## src/rtl/mem_arb_pkg.sv

```systemverilog
// Shared definitions for the two-requester memory arbiter.
package mem_arb_pkg;
  typedef enum logic [1:0] {
    IDLE    = 2'd0,
    IF_WAIT = 2'd1,
    LS_WAIT = 2'd2
  } state_t;

  localparam int   STARVE_MAX_DEF = 4;
  localparam logic REQ_IF = 1'b0;
  localparam logic REQ_LS = 1'b1;
endpackage

```

## src/rtl/mem_arbiter.sv

```systemverilog
// Arbitrates fetch and load/store requests onto a single memory port with one
// outstanding transaction; LSU has priority, bounded by a fetch-starvation counter.
module mem_arbiter
  import mem_arb_pkg::*;
#(
  parameter int STARVE_MAX = STARVE_MAX_DEF
) (
  input  logic        CLK,
  input  logic        RST,
  input  logic        if_req,
  input  logic [31:0] if_addr,
  input  logic        if_flush,
  output logic        if_gnt,
  output logic        if_rvld,
  output logic [31:0] if_rdata,
  input  logic        ls_req,
  input  logic        ls_we,
  input  logic [31:0] ls_addr,
  input  logic [31:0] ls_wdata,
  input  logic [3:0]  ls_be,
  output logic        ls_gnt,
  output logic        ls_rvld,
  output logic [31:0] ls_rdata,
  output logic        mem_req,
  output logic        mem_we,
  output logic [31:0] mem_addr,
  output logic [31:0] mem_wdata,
  output logic [3:0]  mem_be,
  input  logic        mem_rvld,
  input  logic [31:0] mem_rdata
);
  localparam int CW = (STARVE_MAX < 1) ? 1 : $clog2(STARVE_MAX + 1);
  localparam logic [CW-1:0] SMAX = CW'(STARVE_MAX);

  state_t        state, state_nxt;
  logic [CW-1:0] starve_cnt;
  logic          kill;
  logic          win;

  always_comb begin
    state_nxt = state;
    win       = REQ_LS;
    if_gnt    = 1'b0;
    ls_gnt    = 1'b0;
    mem_req   = 1'b0;
    mem_we    = 1'b0;
    mem_addr  = if_addr;
    mem_wdata = '0;
    mem_be    = 4'hF;
    case (state)
      IDLE: if (if_req || ls_req) begin
        win     = (if_req && (!ls_req || starve_cnt == SMAX)) ? REQ_IF : REQ_LS;
        mem_req = 1'b1;
        if (win == REQ_IF) begin
          if_gnt    = 1'b1;
          state_nxt = IF_WAIT;
        end else begin
          ls_gnt    = 1'b1;
          mem_we    = ls_we;
          mem_addr  = ls_addr;
          mem_wdata = ls_wdata;
          mem_be    = ls_be;
          state_nxt = LS_WAIT;
        end
      end
      IF_WAIT, LS_WAIT: if (mem_rvld) state_nxt = IDLE;
      default: state_nxt = IDLE;
    endcase
    // Reset masks every handshake so nothing is granted while RST is high.
    if (RST) begin
      if_gnt    = 1'b0;
      ls_gnt    = 1'b0;
      mem_req   = 1'b0;
      state_nxt = IDLE;
    end
  end

  assign ls_rvld  = mem_rvld && state == LS_WAIT && !RST;
  assign if_rvld  = mem_rvld && state == IF_WAIT && !kill && !if_flush && !RST;
  assign ls_rdata = mem_rdata;
  assign if_rdata = mem_rdata;

  always_ff @(posedge CLK) begin
    if (RST) begin
      state      <= IDLE;
      starve_cnt <= '0;
      kill       <= 1'b0;
    end else begin
      state <= state_nxt;
      if (if_gnt)
        starve_cnt <= '0;
      else if (ls_gnt && if_req && starve_cnt != SMAX)
        starve_cnt <= starve_cnt + 1'b1;
      // kill marks the outstanding fetch as stale after a redirect.
      if (if_gnt)
        kill <= if_flush;
      else if (state == IF_WAIT && !mem_rvld)
        kill <= kill | if_flush;
      else
        kill <= 1'b0;
    end
  end
endmodule

```

## config.mk

```make
export PLATFORM = sky130hd
export DESIGN_NAME = mem_arbiter
export DESIGN_NICKNAME = d
export VERILOG_FILES = /design/src/rtl/mem_arb_pkg.sv /design/src/rtl/mem_arbiter.sv
export SDC_FILE = /design/constraint.sdc
export NUM_CORES = 1
export LEC_CHECK = 0
export CAP_MARGIN = 20
export CORE_AREA = 2 2 106 108
export DETAILED_ROUTE_END_ITERATION = 12
export DIE_AREA = 0 0 108 110
export GPL_TIMING_DRIVEN = 1
export PLACE_DENSITY = 0.62
export REMOVE_ABC_BUFFERS = 1
export SETUP_SLACK_MARGIN = 0.3
export SYNTH_ARGS = -nofsm -noshare
export SYNTH_HDL_FRONTEND = slang
export SYNTH_SLANG_ARGS = --single-unit
```

## constraint.sdc

```tcl
create_clock -name CLK -period 2.05 [get_ports CLK]
set_input_delay 0.41 -clock CLK [delete_from_list [all_inputs] [get_ports CLK]]
set_output_delay 0.41 -clock CLK [all_outputs]
set_load 0.02 [all_outputs]
```

==> impl_table.tex <==
\begin{tabular}{lr}
\hline
Metric & Value \\
\hline
\multicolumn{2}{l}{\textbf{STA}} \\
\quad Count of final max-slew check failures & 0 \\
\quad Fmax & between 0.4 and 0.5 GHz \\
\quad Worst clock skew & 0.000830 ns \\
\quad Setup violations, final & 66 \\
\quad Setup total negative slack & -8.31 ns \\
\quad Slack of the critical path & -0.208 ns \\
\quad Post-Route Hold Slack & 0.493 ns \\
\quad Shortest period the worst path allows & between 2 and 2.5 ns \\
\quad Final hold viol count & 0 \\
\quad Final Cycle Share & 110\% \\
\quad Slew HR & about four fifths \\
\quad RSZ-0062 raised after global routing & true \\
\quad Slew @ Worst Pin & 0.300 ns \\
\multicolumn{2}{l}{\textbf{Floorplanning}} \\
\quad Die Area & 11900 sq um \\
\quad Core Box Area & about 11000 sq um \\
\quad Floorplan die height & $\sim$110 microns \\
\quad Die boundary width & about 110 microns \\
\quad Site row count & 38 \\
\quad Boundary pin count & between 200 and 300 \\
\quad Effective utilization at floorplan & $\sim$16\% \\
\multicolumn{2}{l}{\textbf{Route}} \\
\quad Routed wl met2 & 4230 microns \\
\quad Number of search-and-repair iterations in the first detailed-routing pass & 4 \\
\quad Metal1 wirelength & about 3300 microns \\
\quad Post-detailed-routing wire length & approximately 9600 microns \\
\quad Met3 routed WL & between 1500 and 2000 microns \\
\quad Detail Route Antenna Nets & 0 \\
\quad Wire per inst & around 20 microns \\
\quad Vias per Instance & 4.09 \\
\quad Topmost layer with routed signal wires & met5 \\
\quad Vias post-DR & 1989 \\
\quad DRC Markers & 0 \\
\quad Detailed Route Iter0 Violations & 66 \\
\multicolumn{2}{l}{\textbf{Global routing}} \\
\quad First-pass GRT wire length & between 10000 and 15000 microns \\
\quad Vias in the first global route & 1964 \\
\quad Maximum number of pins on one net before global-route repair & 15 \\
\quad Number of antenna violations at the first check in global routing & 0 \\
\quad Global-route total usage across every layer & between 10\% and 20\% \\
\quad Remaining global-route overflow & 0 \\
\multicolumn{2}{l}{\textbf{Power}} \\
\quad Register share of total power & roughly 8.2\% \\
\quad Power density relative to cell area & $\sim$390 nW/um\^{}2 \\
\quad Net switching power & 522 uW \\
\quad Cell Int Power & approximately 1000 uW \\
\quad Peak ir drop on the vdd network & $\sim$0.24 mV \\
\quad Fraction of power consumed by the clock network & about an eighth \\
\quad Static power due to leakage & about 0.0018 uW \\
\quad Power share of the combinational group & 79.7\% \\
\quad Switching share of power & 33.7\% \\
\multicolumn{2}{l}{\textbf{Finish}} \\
\quad Layout cell share with drive strength beyond 1 & about 58\% \\
\quad Area occupied by multi-input gates & between 1000 and 1500 sq um \\
\quad \# fillers & 1060 \\
\quad Most common cell after layout, fill and taps aside & clkdlybuf4s50\_1 \\
\quad Relative area change from synthesis to final layout & 131\% \\
\quad Number of nets at the end of the flow & 492 \\
\quad Sequential Area & between 100 and 150 sq um \\
\quad Most frequent cells in the layout & clkdlybuf4s50\_1, buf\_6, mux2\_4 \\
\quad Diode insertion count for antenna repair & 0 \\
\multicolumn{2}{l}{\textbf{Synthesis}} \\
\quad Total of flip-flops plus latches after synthesis & 6 \\
\quad Netlist Area Pre-Place & around 1700 sq um \\
\quad Synth unique cells & 26 \\
\quad Number of cells produced by synthesis & 193 \\
\quad Synth Area per Inst & a little under 9 sq um \\
\quad Sequential area share after synthesis & roughly 7\% \\
\quad Yosys warning total & 0 \\
\multicolumn{2}{l}{\textbf{Critical path}} \\
\quad Endpoint kind of the worst setup timing path & output pin \\
\quad Category of the critical setup timing path & reg2out \\
\quad Largest driver fanout on the critical path & 8 \\
\quad Critical Path RT & roughly 1.6 ns \\
\quad Element type at the critical path start & flop \\
\quad Arrival time worst endpoint & 1.85 ns \\
\multicolumn{2}{l}{\textbf{Placement}} \\
\quad Buffers added on ports & 180 \\
\quad Routability cong. & roughly 0.70 \\
\quad Post-detail-place hpwl & between 7000 and 8000 microns \\
\multicolumn{2}{l}{\textbf{Run status}} \\
\quad Status & complete, but fails checks \\
\quad Violations in the final reports & negative setup slack \\
\multicolumn{2}{l}{\textbf{Clock network}} \\
\quad Hold buffer count at cts & 0 \\
\quad Clock latency on the worst-skew pair & about 0.23 ns \\
\quad Root Buffer Master & clkbuf\_8 \\
\quad TritonCTS clock tree & built \\
\quad Maximum count of clock buffers along a single path & 2 \\
\quad Number of levels the H-tree was split into & 1 \\
\quad Clock-pin transition on the worst setup and hold timing paths & $\sim$0.04 ns \\
\quad Clock buffers created by TritonCTS & 3 \\
\quad Clock sink count & 6 \\
\multicolumn{2}{l}{\textbf{Run}} \\
\quad Number of max-cap violations & 0 \\
\multicolumn{2}{l}{\textbf{Hold path}} \\
\quad Worst min-delay path class & reg2reg \\
\hline
\end{tabular}
## critical path, stage by stage, from the launching register on
cell and delay, ns:
dfxtp_2 0.33, inv_2 0.05, ha_4 0.15, nand3_2 0.06, and3_4 0.22, buf_12 0.12, buf_12 0.11, buf_16 0.13
mux2_4 0.31, buf_6 0.13
## final timing paths
path / to / depth (start not counted) / from / slack, ns
setup / recovery: mem_addr[19] / 9 / starve_cnt[0]$_SDFFE_PP0P_ / -0.21
hold / removal: kill$_SDFF_PP0_ / 2 / kill$_SDFF_PP0_ / 0.49
setup reg to reg: kill$_SDFF_PP0_ / 10 / starve_cnt[0]$_SDFFE_PP0P_ / 0.45
hold reg to reg: kill$_SDFF_PP0_ / 2 / kill$_SDFF_PP0_ / 0.49
## flip-flops by register name, summed over array words and instances (netlist names)
signal,flops
kill,1
starve_cnt,3
state,2
## stage by stage
step	instance area, sq um	instances	setup WS [ns]	util, %	power (uW)
6_report	3930	486	-0.208	36.7	1550
2_1_floorplan	1120	120	-1.21	-	549
3_3_place_gp	3260	459	-0.703	30.5	1070
4_1_cts	3700	477	-0.212	34.6	1460
5_1_grt	3930	486	-0.261	36.7	1630
3_5_place_dp	3260	459	-0.719	30.5	1070
## layer usage
layer  global-route usage (%)  vias up
met2                     20.5      189
met3                     12.8        8
met4                     1.28        4
met1                     14.5      908
met5                     9.82        -
li1                         -      880
## synth_stat cells
cell type	count	area (sq um)
buf_4	64	480
and2_1	33	206
mux2_4	32	480
dfxtp_1	6	120
a21oi_1	5	25.0
ha_1	5	62.6
inv_1	5	18.8
nand2b_1	5	31.3
clkbuf_1	4	15.0
nand2_1	4	15.0
o21ai_0	4	20.0
buf_12	3	60.1
nor2_1	3	11.3
nor3b_1	3	22.5
or3_1	3	18.8
buf_6	2	22.5
nand3_1	2	10.0
nor2b_1	2	12.5
a21bo_2	1	10.0
a21boi_0	1	7.51
a221oi_1	1	8.76
and3_1	1	6.26
and3b_1	1	8.76
and4b_1	1	10.0
nand4_1	1	6.26
nand4b_1	1	8.76
## power by group through the flow
stage,Clock (uW),Sequential [uW],Combinational (uW)
finish,186,128,1230
global route,199,128,1300
CTS,190,128,1150
detailed placement,0,128,945
global placement,0,128,940
floorplan,0,128,420
## cell families after synthesis
| group | synth area share [%] |
|---|---|
| muxes | 28.3 |
| AOI/OAI and AO/OA | 4.20 |
| adders and majority gates | 3.68 |
| buffers and inverters | 35.1 |
| DFF | 7.07 |
| and+or+nand+nor | 21.6 |
## what timing repair did
action | CTS | global route
hold endpoints to repair | 0 | 0
setup endpoints to repair | 74 | 72
setup buffers | 10 | 8
gates cloned | 5 | 1
pin swaps | 6 | 27
gates resized for setup | 471 | 40
## layout make-up
cell class	instances	share of cell area [%]
Inverter	5	0.477
Multi-Input combinational cell	109	29.2
Clock buffer	3	1.05
Timing Repair Buffer	223	61.6
Tap cell	140	4.46
Sequential cell	6	3.15
No activity file was read; power rests on OpenSTA's default activity.
